<file path="config.mk">
export PLATFORM = sky130hd
export DESIGN_NAME = inst_queue
export DESIGN_NICKNAME = d
export VERILOG_FILES = /design/src/rtl/mips_pkg.sv /design/src/rtl/inst_queue.sv
export SDC_FILE = /design/constraint.sdc
export NUM_CORES = 1
export LEC_CHECK = 0
export ABC_AREA = 1
export BUFFER_PORTS_ARGS = -buffer_cell sky130_fd_sc_hd__buf_2
export CORE_MARGIN = 2
export CORE_UTILIZATION = 60
export CTS_BUF_LIST = sky130_fd_sc_hd__clkbuf_8
export CTS_CLUSTER_DIAMETER = 60
export CTS_CLUSTER_SIZE = 12
export DETAILED_ROUTE_END_ITERATION = 7
export GPL_ROUTABILITY_DRIVEN = 0
export HOLD_SLACK_MARGIN = 0.03
export PLACE_DENSITY = 0.83
export RECOVER_POWER = 25
export SYNTH_ARGS = -nofsm -noshare
export SYNTH_HDL_FRONTEND = slang
export SYNTH_SLANG_ARGS = --single-unit
</file>
<file path="constraint.sdc">
create_clock -name clk -period 5.9 [get_ports clk]
set_input_delay 0.59 -clock clk [delete_from_list [all_inputs] [get_ports clk]]
set_output_delay 0.59 -clock clk [all_outputs]
set_load 0.1 [all_outputs]
</file>
<file path="src/rtl/mips_pkg.sv">
// Shared definitions for the 16-bit MIPS pipeline: datapath widths, the NOP
// encoding and the {PC, instruction} packet passed from fetch to decode.
package mips_pkg;

  localparam int ADDR_W = 16;
  localparam int INST_W = 16;

  localparam logic [INST_W-1:0] NOP_INST = 16'h0000;

  typedef struct packed {
    logic [ADDR_W-1:0] addr;
    logic [INST_W-1:0] inst;
  } fetch_pkt_t;

endpackage

</file>
<file path="src/rtl/inst_queue.sv">
// Fetch-to-decode instruction queue: circular buffer of {PC, instruction} with a single-cycle flush.
// Optional INST_QUEUE_BYPASS_EN adds a zero-latency path from push_* to pop_* when the queue is empty.
module inst_queue #(
  parameter int DEPTH  = 4,
  parameter int ADDR_W = 16,
  parameter int INST_W = 16
) (
  input  logic                       clk,
  input  logic                       rst,
  input  logic                       push_valid,
  input  logic [ADDR_W-1:0]          push_addr,
  input  logic [INST_W-1:0]          push_inst,
  output logic                       push_ready,
  input  logic                       flush,
  output logic                       pop_valid,
  output logic [ADDR_W-1:0]          pop_addr,
  output logic [INST_W-1:0]          pop_inst,
  input  logic                       pop_ready,
  output logic [$clog2(DEPTH+1)-1:0] count
);

  import mips_pkg::*;

  localparam int PTR_W = $clog2(DEPTH);
  localparam int CNT_W = $clog2(DEPTH+1);

  logic [PTR_W-1:0] wr_ptr_q, wr_ptr_d;
  logic [PTR_W-1:0] rd_ptr_q, rd_ptr_d;
  logic [CNT_W-1:0] count_q,  count_d;

  fetch_pkt_t mem_q [DEPTH];
  fetch_pkt_t wr_pkt;
  fetch_pkt_t head_pkt;

  logic bypass;
  logic push_acc;
  logic pop_acc;
  logic direct;
  logic do_wr;
  logic do_rd;

  always_comb begin
    bypass = 1'b0;
`ifdef INST_QUEUE_BYPASS_EN
    bypass = (count_q == '0) && !flush && push_valid;
`endif

    wr_pkt.addr = push_addr;
    wr_pkt.inst = push_inst;

    push_ready = (count_q != CNT_W'(DEPTH));
    pop_valid  = (count_q != '0) || bypass;

    head_pkt = bypass ? wr_pkt : mem_q[rd_ptr_q];
    pop_addr = pop_valid ? head_pkt.addr : '0;
    pop_inst = pop_valid ? head_pkt.inst : NOP_INST;

    push_acc = push_valid && push_ready;
    pop_acc  = pop_valid && pop_ready;

    // A bypassed entry that decode takes immediately never touches storage.
    direct = bypass && pop_ready;
    do_wr  = push_acc && !direct && !flush;
    do_rd  = pop_acc  && !direct && !flush;
  end

  always_comb begin
    wr_ptr_d = wr_ptr_q;
    rd_ptr_d = rd_ptr_q;
    count_d  = count_q;

    if (flush) begin
      wr_ptr_d = '0;
      rd_ptr_d = '0;
      count_d  = '0;
    end else begin
      if (do_wr) wr_ptr_d = PTR_W'(wr_ptr_q + 1'b1);
      if (do_rd) rd_ptr_d = PTR_W'(rd_ptr_q + 1'b1);
      case ({do_wr, do_rd})
        2'b10:   count_d = CNT_W'(count_q + 1'b1);
        2'b01:   count_d = CNT_W'(count_q - 1'b1);
        default: count_d = count_q;
      endcase
    end
  end

  always_ff @(posedge clk) begin
    if (rst) begin
      wr_ptr_q <= '0;
      rd_ptr_q <= '0;
      count_q  <= '0;
    end else begin
      wr_ptr_q <= wr_ptr_d;
      rd_ptr_q <= rd_ptr_d;
      count_q  <= count_d;
    end
  end

  // Storage is never cleared; occupancy alone decides what is valid.
  always_ff @(posedge clk) begin
    if (do_wr && !rst) mem_q[wr_ptr_q] <= wr_pkt;
  end

  assign count = count_q;

endmodule

</file>
==> impl_results.md, run 1 <==
- Outcome: completed
- Ratio of cells with drive above 1 in the final layout: between 10% and 20%
- Worst Path Arrival: 3.18 ns
- Cell Rows: 34
- Comb power frac: under 10%
- Die ar.: ~0.0099 mm²
- Flop pwr share: 53.6%
- Via density per instance: ~5.5
- Final-stage net count: 566
- # diodes: 0
- Slew margin rel.: 20.9%
- Reg-to-Reg Start: count[1]
- RSZ-0062 raised after global routing: false
- Maximum number of pins on one net before global-route repair: 66
- Final Skew: between 0.008 and 0.009 ns
- Clock power frac: about two fifths
- Slowest stage delay, CP: 1.12 ns
- Gr busiest metal: met2
- Post-Place Cells: 612
- Pleak: 2.26 nW
- Worst hold path type: in -> reg
- Worst-Margin Slew: roughly 1.2 ns
- CTS tree: yes
- Net Count, Synth: approximately 500
- First-pass GRT wire length: roughly 17000 µm
- Synth warnings: 0
- Netlist Area Pre-Place: 0.00548 mm²
- Area growth syn-to-layout: 14.0%
- Final hold viol count: 0
- Post-CTS Setup Inserts: 0
- Max rail drop VDD: 0.000194 V
- Post-synth top area share: 70.2%
- FMAX: 265 MHz
- Vias in the first global route: roughly 3500
- Drt drc: 0
- Via count: 3548
- Pint: around 1.5 mW
- Worst-path clk slew: ~0.080 ns
- Synth area leaders: edfxtp_1 70%, nor2_1 9.7%, o21ai_1 3.7%, a21oi_1 3.4%, dfxtp_1 3.3%
- Antenna Nets Post-Route: 0
- Finished Layout Cells: 644
- Post-Route Setup TNS: 0 ns
- Sw Pwr: about 0.5 mW
- Post-DR wirelength/cell: 16.7 µm
- Sequential area share after synthesis: 73.4%
- Num CTS Buffers: 17
- Die W: between 90 and 100 µm
- CTS hold repair buffers: 0
- Critical path peak fanout: 65
- Sw Ratio: 24.5%
- Worst Path Required: 5.31 ns
- Estimated wirelength of the detail-placed design: ~5900 µm
- Fillers: 596
- Slowest CP cell: dfxtp_2
- Critical path class: reg -> out
- CP Capture Type: output port
- Setup violations, final: 0
- Post-synthesis cell count: between 400 and 500
- Area leader, netlist: edfxtp_1
- Clk_lat worst skew: approximately 0.43 ns
- Met2 GRT Util: between 30% and 40%
- Overflow left after global routing: 0
- Root buffer cell: clkbuf_8
- IO Port Bufs: 73
- CP Launch Type: register
- MaxCap Viol Count: 0
- Core Area: around 0.0088 mm²
- IO Pins: 74
- Grt met3 use: under 10%
- Setup crit end: pop_addr[15]
- Cell Pwr Density: between 300 and 400 mW/mm²
- Max-slew violations: 0
- Max Root-Sink Buffers: 2
- Worst slack at placement: ~2.6 ns
- Pre-Repair DR Iteration Count: 5
- Reg-to-reg setup timing slack: around 3.7 ns
- CTS resizes: 0
- Met1 Track Usage GR: between 20% and 30%
- Height of the chip: around 100 µm
- GR Util All Layers: 22.8%
- Power, Total: about 2.0 mW
- Synth Register Bits: between 100 and 150
- Crit share post-route: a little under two thirds
- Reg2Reg Depth: 5
- R2R Path End: mem_q[3][9]
- Post-route setup slack: about 2.1 ns
- # H-tree levels: 4
- Min cycle time layout: around 3.8 ns
- Clk sinks: roughly 140
- Initial core utilization: between 60% and 70%
- Syn avg cell area: around 12 µm²
- Yosys cell types: 17
- WL final: 10800 µm
- CP cell instances: inv_2, o21ai_1, a21oi_1, buf_2
- Initial antenna violation count: 0
- First DRT Iteration DRCs: a little under 300
[power by group through the flow]
| stage | clock network, mW | logic [mW] | registers [mW] |
|---|---|---|---|
| detailed placement | 0 | 0.154 | 1.10 |
| floorplan | 0 | 0.112 | 1.10 |
| CTS | 0.783 | 0.155 | 1.07 |
| finish | 0.777 | 0.153 | 1.07 |
| global route | 0.826 | 0.162 | 1.08 |
| global placement | 0 | 0.151 | 1.10 |
[final cells by class]
cell class	instances	area, µm²	share of cell area (%)
multi-input cells	272	1250	20.0
flip-flops and latches	137	4030	64.4
clock inverters	15	178	2.84
repair buffers	74	345	5.53
clock buffers	17	234	3.75
well taps	108	135	2.16
inverters	21	78.8	1.26
[registers in the layout (all words and copies together) (netlist names), named ones only]
name	cells
count	3
rd_ptr_q	2
mem_q	128
wr_ptr_q	2
[through the flow]
step	hold slack, ns	util, %	area, µm²
6_report	0.377	70.9	6250
2_1_floorplan	0.464	-	5480
3_5_place_dp	0.500	66.6	5860
4_1_cts	0.346	71.2	6270
5_1_grt	0.366	70.9	6250
3_3_place_gp	0.480	66.6	5860
[critical path: cells and delay by family, from the launching register on]
family,cells,cell delay (ns)
compound gates,2,0.52
buf+inv,2,1.10
flops,1,1.12
[how the worst min path moves through the flow]
stage,startpoint,end,slack (ns),cells after the start
final,push_addr[5],mem_q[3][21],0.38,1
after global routing,push_inst[0],mem_q[1][0],0.37,1
after CTS,push_inst[13],mem_q[3][13],0.35,1
after detailed placement,count[0],count[0],0.50,2
after global placement,count[0],count[0],0.48,2
after floorplan,rd_ptr_q[1],register,0.46,2
[synthesized netlist by cell type (all sizes together)]
| master | count |
|---|---|
| nand3 | 5 |
| ha | 5 |
| buf | 15 |
| nand2 | 17 |
| inv | 21 |
| dfxtp | 9 |
| edfxtp | 128 |
| nor2 | 141 |
| clkbuf | 8 |
| or2 | 1 |
| o21ai | 65 |
| fa | 1 |
| a21oi | 37 |
[routing by layer]
layer  part of all wire, %  vias to the layer above  wire, µm
met1                    40                     1669      4330
met3                   7.5                       27       804
li1                      -                     1711         -
met2                    49                      141      5330
met5                     0                        -         0
met4                   2.9                        0       314
[layout by cell type (no fill, tap or decap)]
cell / instances
a21oi_1: 37
buf_2: 51
buf_4: 1
bufinv_16: 3
clkbuf_1: 22
clkbuf_8: 17
clkinv_1: 1
clkinv_2: 1
clkinv_4: 4
clkinvlp_4: 3
dfxtp_1: 8
dfxtp_2: 1
edfxtp_1: 128
fa_1: 1
ha_1: 5
inv_1: 21
inv_2: 1
inv_6: 2
nand2_1: 17
nand3_1: 5
nor2_1: 137
nor2_4: 4
o21ai_0: 24
o21ai_1: 41
or2_4: 1
[cells by family after synthesis]
family,synth area share [%]
simple gates,11.4
flops,73.4
compound gates,9.32
buf+inv,4.29
fa+ha+maj,1.51
(Power assumes the default switching activity.)
==> inputs of run 2 (changes only) <==
--- a/config.mk
+++ b/config.mk
@@ -8,14 +8,14 @@
 export ABC_AREA = 1
 export BUFFER_PORTS_ARGS = -buffer_cell sky130_fd_sc_hd__buf_2
 export CORE_MARGIN = 2
-export CORE_UTILIZATION = 60
+export CORE_UTILIZATION = 54
 export CTS_BUF_LIST = sky130_fd_sc_hd__clkbuf_8
 export CTS_CLUSTER_DIAMETER = 60
 export CTS_CLUSTER_SIZE = 12
 export DETAILED_ROUTE_END_ITERATION = 7
 export GPL_ROUTABILITY_DRIVEN = 0
 export HOLD_SLACK_MARGIN = 0.03
-export PLACE_DENSITY = 0.83
+export PLACE_DENSITY = 0.79
 export RECOVER_POWER = 25
 export SYNTH_ARGS = -nofsm -noshare
 export SYNTH_HDL_FRONTEND = slang
==> constraint.sdc (replaced) <==
create_clock -name clk -period 3.3 [get_ports clk]
set_input_delay 0.33 -clock clk [delete_from_list [all_inputs] [get_ports clk]]
set_output_delay 0.33 -clock clk [all_outputs]
set_load 0.1 [all_outputs]
==> run 2 against run 1 <==
Against the previous run:
- worst setup slack worse by 1.4 ns
- register-to-register slack got worse by 2.5 ns
- final area up 13%
- via count increased by 1.6%
- worst hold slack worse by 0.23 ns
- die area is 11% higher
- non-clock buffer count up 8
- count of clock-buffer cells in the layout unchanged
- wire length grew 3.1%
- utilization up 1.2 points
- cell count increased by 5.0%
- total power increased by 77%
==> impl_results.md, run 2 (synthesis gave the netlist of run 1 again) <==
- Num CTS Buffers: 17
- Clk sinks: about 140
- Setup crit end: pop_addr[1]
- Outcome: completed
- Fillers: around 710
- Via count: 3605
- CTS hold repair buffers: 0
- # H-tree levels: 4
- CTS tree: yes
- Area growth syn-to-layout: 29.3%
- CP Capture Type: output port
- Height of the chip: 105 µm
- IO Pins: 74
- Setup violations, final: 0
- Die W: 105 µm
- R2R Path End: mem_q[1][31]
- Critical path class: reg -> out
- Post-Route Setup TNS: 0 ns
- Core Area: about 0.0098 mm²
- Worst-Margin Slew: about 1.2 ns
- Antenna Nets Post-Route: 0
- First DRT Iteration DRCs: 202
- Pint: between 2 and 3 mW
- Critical path peak fanout: 64
- Comb power frac: between 10% and 20%
- Largest Register: mem_q
- Highest-count cells in the layout ignoring fill and taps: 137 x nor2_1, 128 x edfxtp_1, 41 x o21ai_1
- Clock power frac: 35.3%
- Max Root-Sink Buffers: 2
- Area of the multi-input gates: roughly 0.0016 mm²
- Worst-path clk slew: 0.07 ns
- Final-stage net count: 574
- Initial antenna violation count: 0
- Worst Path Arrival: 2.27 ns
- Ratio of cells with drive above 1 in the final layout: about a quarter
- Slew margin rel.: approximately 22%
- Flop pwr share: ~54%
- Clk_lat worst skew: 0.42 ns
- Final core utilization: between 70% and 80%
- Pleak: 2.40 nW
- CTS resizes: 0
- Worst Path Required: about 3.0 ns
- Post-CTS Setup Inserts: 0
- IO Port Bufs: 73
- Commonest non-fill, non-tap cell in the layout: nor2_1
- Min cycle time layout: about 2.6 ns
- Final Skew: roughly 0.011 ns
- MaxCap Viol Count: 0
- Sw Ratio: 24.5%
- Reg-to-reg setup timing slack: approximately 1.2 ns
- Cell Pwr Density: 502 mW/mm²
- Sequential cell area: about 0.004 mm²
- Reg2Reg Depth: 6
- WL final: 11100 µm
- Reg-to-Reg Start: count[0]
- Estimated wirelength of the detail-placed design: about 7100 µm
- Max rail drop VDD: roughly 0.00037 V
- Root buffer cell: clkbuf_8
- Overflow left after global routing: 0
- CP Launch Type: register
- Crit share post-route: roughly four fifths
- FMAX: between 300 and 400 MHz
- First-pass GRT wire length: 17800 µm
- # diodes: 0
- GR Util All Layers: 21.0%
- Max-slew violations: 0
- Vias in the first global route: between 3000 and 4000
- Cell Rows: 36
- Initial core utilization: between 50% and 60%
- Maximum number of pins on one net before global-route repair: 65
- Max FFs per register: roughly 130
- Via density per instance: between 5 and 6
- RSZ-0062 raised after global routing: false
- Sw Pwr: a little under 0.9 mW
- Post-DR wirelength/cell: between 15 and 20 µm
- Worst hold path type: in -> reg
- Die ar.: roughly 0.011 mm²
- Pre-Repair DR Iteration Count: 4
- Drt drc: 0
- Final hold viol count: 0
## run 2: per-stage QoR
step                      hold WS, ns  total power, mW  setup slack, ns  cells  area [µm²]
final                           0.145             3.55            0.699    676        7090
after global routing            0.132             3.66            0.482    676        7090
after CTS                       0.108             3.58            0.676    676        7120
after detailed placement        0.498             2.34             1.14    645        6750
after global placement          0.485             2.34             1.20    645        6750
after floorplan                 0.429             2.20           -0.340    453        5790
## run 2: power groups by stage
stage                     sequential (mW)  clock [mW]  combinational, mW
after global placement               1.96           0              0.379
final                                1.92        1.25              0.380
after CTS                            1.92        1.27              0.386
after detailed placement             1.96           0              0.385
after global routing                 1.92        1.34              0.397
after floorplan                      1.96           0              0.231
## run 2: area by class of cell
cell class              count  share of cell area [%]
clock inverters            14                    1.91
clock buffers              17                    3.30
repair buffers             82                    12.6
well taps                 133                    2.35
inverters                  21                    1.11
flip-flops and latches    137                    56.8
multi-input cells         272                    21.9
## run 2: per-layer routing
metal	global-route usage, %	vias to the layer above	wire length (µm)
met1	25.7	1727	4480
li1	-	1726	-
met2	36.3	130	5680
met5	0	-	0
met4	8.29	0	245
met3	4.55	22	694
## run 2: worst max-delay path, cell delays in order (launching register included)
cell and delay, ns:
dfxtp_2 0.33, inv_2 0.71, o21ai_0 0.36, a21oi_4 0.25
buf_12 0.19
## run 2: worst min path at each step
| stage | start | end | slack (ns) | cells past startpoint |
|---|---|---|---|---|
| final | push_inst[8] | mem_q[2][8] | 0.15 | 1 |
| after global routing | push_inst[8] | mem_q[0][8] | 0.13 | 1 |
| after CTS | push_addr[13] | mem_q[3][29] | 0.11 | 1 |
| after detailed placement | count[0] | count[0] | 0.50 | 2 |
| after global placement | count[0] | count[0] | 0.48 | 2 |
| after floorplan | push_inst[0] | mem_q[0][0] | 0.43 | 0 |
==> inputs of run 3 (changes only) <==
--- a/config.mk
+++ b/config.mk
@@ -5,17 +5,17 @@
 export SDC_FILE = /design/constraint.sdc
 export NUM_CORES = 1
 export LEC_CHECK = 0
-export ABC_AREA = 1
+export ABC_AREA = 0
 export BUFFER_PORTS_ARGS = -buffer_cell sky130_fd_sc_hd__buf_2
 export CORE_MARGIN = 2
-export CORE_UTILIZATION = 54
+export CORE_UTILIZATION = 59
 export CTS_BUF_LIST = sky130_fd_sc_hd__clkbuf_8
 export CTS_CLUSTER_DIAMETER = 60
 export CTS_CLUSTER_SIZE = 12
 export DETAILED_ROUTE_END_ITERATION = 7
 export GPL_ROUTABILITY_DRIVEN = 0
 export HOLD_SLACK_MARGIN = 0.03
-export PLACE_DENSITY = 0.79
+export PLACE_DENSITY = 0.82
 export RECOVER_POWER = 25
 export SYNTH_ARGS = -nofsm -noshare
 export SYNTH_HDL_FRONTEND = slang
==> constraint.sdc (replaced) <==
create_clock -name clk -period 2.7 [get_ports clk]
set_input_delay 0.27 -clock clk [delete_from_list [all_inputs] [get_ports clk]]
set_output_delay 0.27 -clock clk [all_outputs]
set_load 0.1 [all_outputs]
==> run 3 against run 2 <==
Against the previous run:
- die area is 9.8% lower
- register-to-register slack got worse by 0.88 ns
- worst setup slack got worse by 0.52 ns
- utilization increased by 0.79 points
- critical path depth unchanged
- sequential share of layout area is 6.4 points higher
- non-clock buffer count grew 4
- area after synthesis shrank 1.8%
- largest power group unchanged
==> impl_results.md, run 3 <==
- Hold_ws: between 0.07 and 0.08 ns
- IO Port Bufs: 73
- Worst Path Arrival: between 2 and 2.5 ns
- MaxCap Viol Count: 0
- CTS resizes: 0
- Synth Register Bits: roughly 140
- Overflow left after global routing: 0
- Critical path class: reg -> out
- # H-tree levels: 4
- Worst Path Required: between 2 and 2.5 ns
- Core Area: 0.00876 mm²
- Height of the chip: a little under 100 µm
- CTS hold repair buffers: 0
- Via count: about 2700
- Die W: a little under 100 µm
- Post-synth EDFFs: 128
- Area leader, netlist: edfxtp_1
- Yosys cell types: 25
- Max-slew violations: 0
- Worst slack at placement: approximately 0.4 ns
- CTS tree: yes
- Final-stage net count: just under 400
- Netlist Area Pre-Place: ~0.0054 mm²
- Initial core utilization: 61.4%
- Post-route setup slack: around 0.17 ns
- IO Pins: between 70 and 80
- Final hold viol count: 0
- Post-Route Setup TNS: 0 ns
- Met3 Routed Length: between 400 and 500 µm
- Most used DFF post-synth: edfxtp_1
- Net Count, Synth: 300
- Hold Path Depth: 1
- Initial antenna violation count: 0
- Final Skew: between 0.008 and 0.009 ns
- Design area: roughly 0.0064 mm²
- Worst-Margin Slew: approximately 0.50 ns
- Placed Area: 0.00597 mm²
- Synth warnings: 0
- Synth area leaders: edfxtp_1 71%, mux4_2 13%, nor2b_1 3.5%, dfxtp_1 3.3%, ha_1 1.2%
- Min cycle time layout: roughly 2.5 ns
- First DRT Iteration DRCs: around 170
- WL final: between 8000 and 9000 µm
- Area growth syn-to-layout: 18.8%
- Post-synthesis cell count: between 200 and 300
- Drt drc: 0
- Slew margin rel.: between 60% and 70%
- Count leader, synth: edfxtp_1
- Commonest non-fill, non-tap cell in the layout: edfxtp_1
- Highest-count cells in the layout ignoring fill and taps: 128 x edfxtp_1, 50 x buf_2, 32 x mux4_2
- Worst hold path type: in -> reg
- Largest Register: mem_q
- Maximum number of pins on one net before global-route repair: 36
- Via density per instance: about 5.7
- Estimated wirelength of the detail-placed design: ~5700 µm
- Synth top cells by count: 128 x edfxtp_1, 32 x mux4_2, 30 x nor2b_1, 9 x dfxtp_1, 7 x nor2_1
- Syn avg cell area: 20.9 µm²
- Pleak: ~2.2 nW
- Num CTS Buffers: 17
- Final core utilization: ~73%
- First-pass GRT wire length: about 14000 µm
- Outcome: completed
- Cell Rows: 34
- Crit share post-route: a little over 90%
- CP Launch Type: register
- Cell Pwr Density: roughly 700 mW/mm²
- Antenna Nets Post-Route: 0
- CP Capture Type: output port
- Reg2Reg Depth: 8
- Die ar.: 0.00990 mm²
- Post-CTS Setup Inserts: 0
- Met2 wire len: 4540 µm
- Critical path peak fanout: 13
- Max rail drop VDD: between 0.0004 and 0.0005 V
- GR Util All Layers: ~19%
- Root buffer cell: clkbuf_8
- Worst-path clk slew: approximately 0.070 ns
- Clk_lat worst skew: around 0.41 ns
- Setup violations, final: 0
- Max Root-Sink Buffers: 2
- RSZ-0062 raised after global routing: false
- Ratio of cells with drive above 1 in the final layout: between 30% and 40%
- Pre-Repair DR Iteration Count: 6
- Post-DR wirelength/cell: 19.0 µm
- FMAX: about 400 MHz
- Ys async rst share: 0%
- DR top layer: met4
- Wl on met1: 3790 µm
- Post-synth top area share: between 70% and 80%
- # diodes: 0
- Vias in the first global route: between 2000 and 3000
- Max FFs per register: ~130
- Sequential area share after synthesis: about three quarters
- Clk sinks: 137
[run 3: path summary, 6_finish.rpt]
kind                startpoint           end  slack [ns]
hold / removal    push_inst[4]   mem_q[0][4]        0.07
hold reg to reg    wr_ptr_q[0]   wr_ptr_q[0]        0.51
setup / recovery      register  pop_addr[10]        0.17
setup reg to reg      count[2]      count[2]        0.36
[run 3: through the flow]
stage | cells | total power, mW
final | 471 | 4.47
after global routing | 471 | 4.60
after CTS | 471 | 4.49
after detailed placement | 440 | 2.66
after global placement | 440 | 2.65
after floorplan | 257 | 2.58
[run 3: final cells by class]
cell class | instances | area [µm²]
repair buffers | 86 | 459
multi-input cells | 103 | 1280
inverters | 6 | 22.5
clock buffers | 17 | 234
flip-flops and latches | 137 | 4040
well taps | 108 | 135
fillers | 534 | 2370
clock inverters | 14 | 220
[run 3: power by group]
group / switching [mW] / internal [mW]
combinational: 0.194 / 0.0656
sequential: 0.00797 / 2.34
clock: 0.759 / 1.10
total: 0.961 / 3.51
[run 3: logic make-up (layout without fill, tap and decap cells)]
kind of cell / after synthesis / in the layout / share of synthesized area, %
buf+inv: 17 / 123 / 2.33
fa+ha+maj: 6 / 6 / 1.54
compound gates: 6 / 6 / 0.605
xor+xnor: 3 / 3 / 0.489
mux: 34 / 34 / 13.8
flops: 137 / 137 / 74.8
simple gates: 54 / 54 / 6.47
[run 3: critical path: stages (launching register included)]
cell and delay [ns]:
dfxtp_2 0.61, buf_12 0.23, mux4_2 0.50, nor2b_1 0.17, buf_2 0.32
[run 3: per-layer routing]
layer | up-vias | track usage (%)
met5 | - | 0
met2 | 92 | 31.9
met4 | 0 | 7.59
li1 | 1207 | -
met1 | 1358 | 25.0
met3 | 12 | 5.27
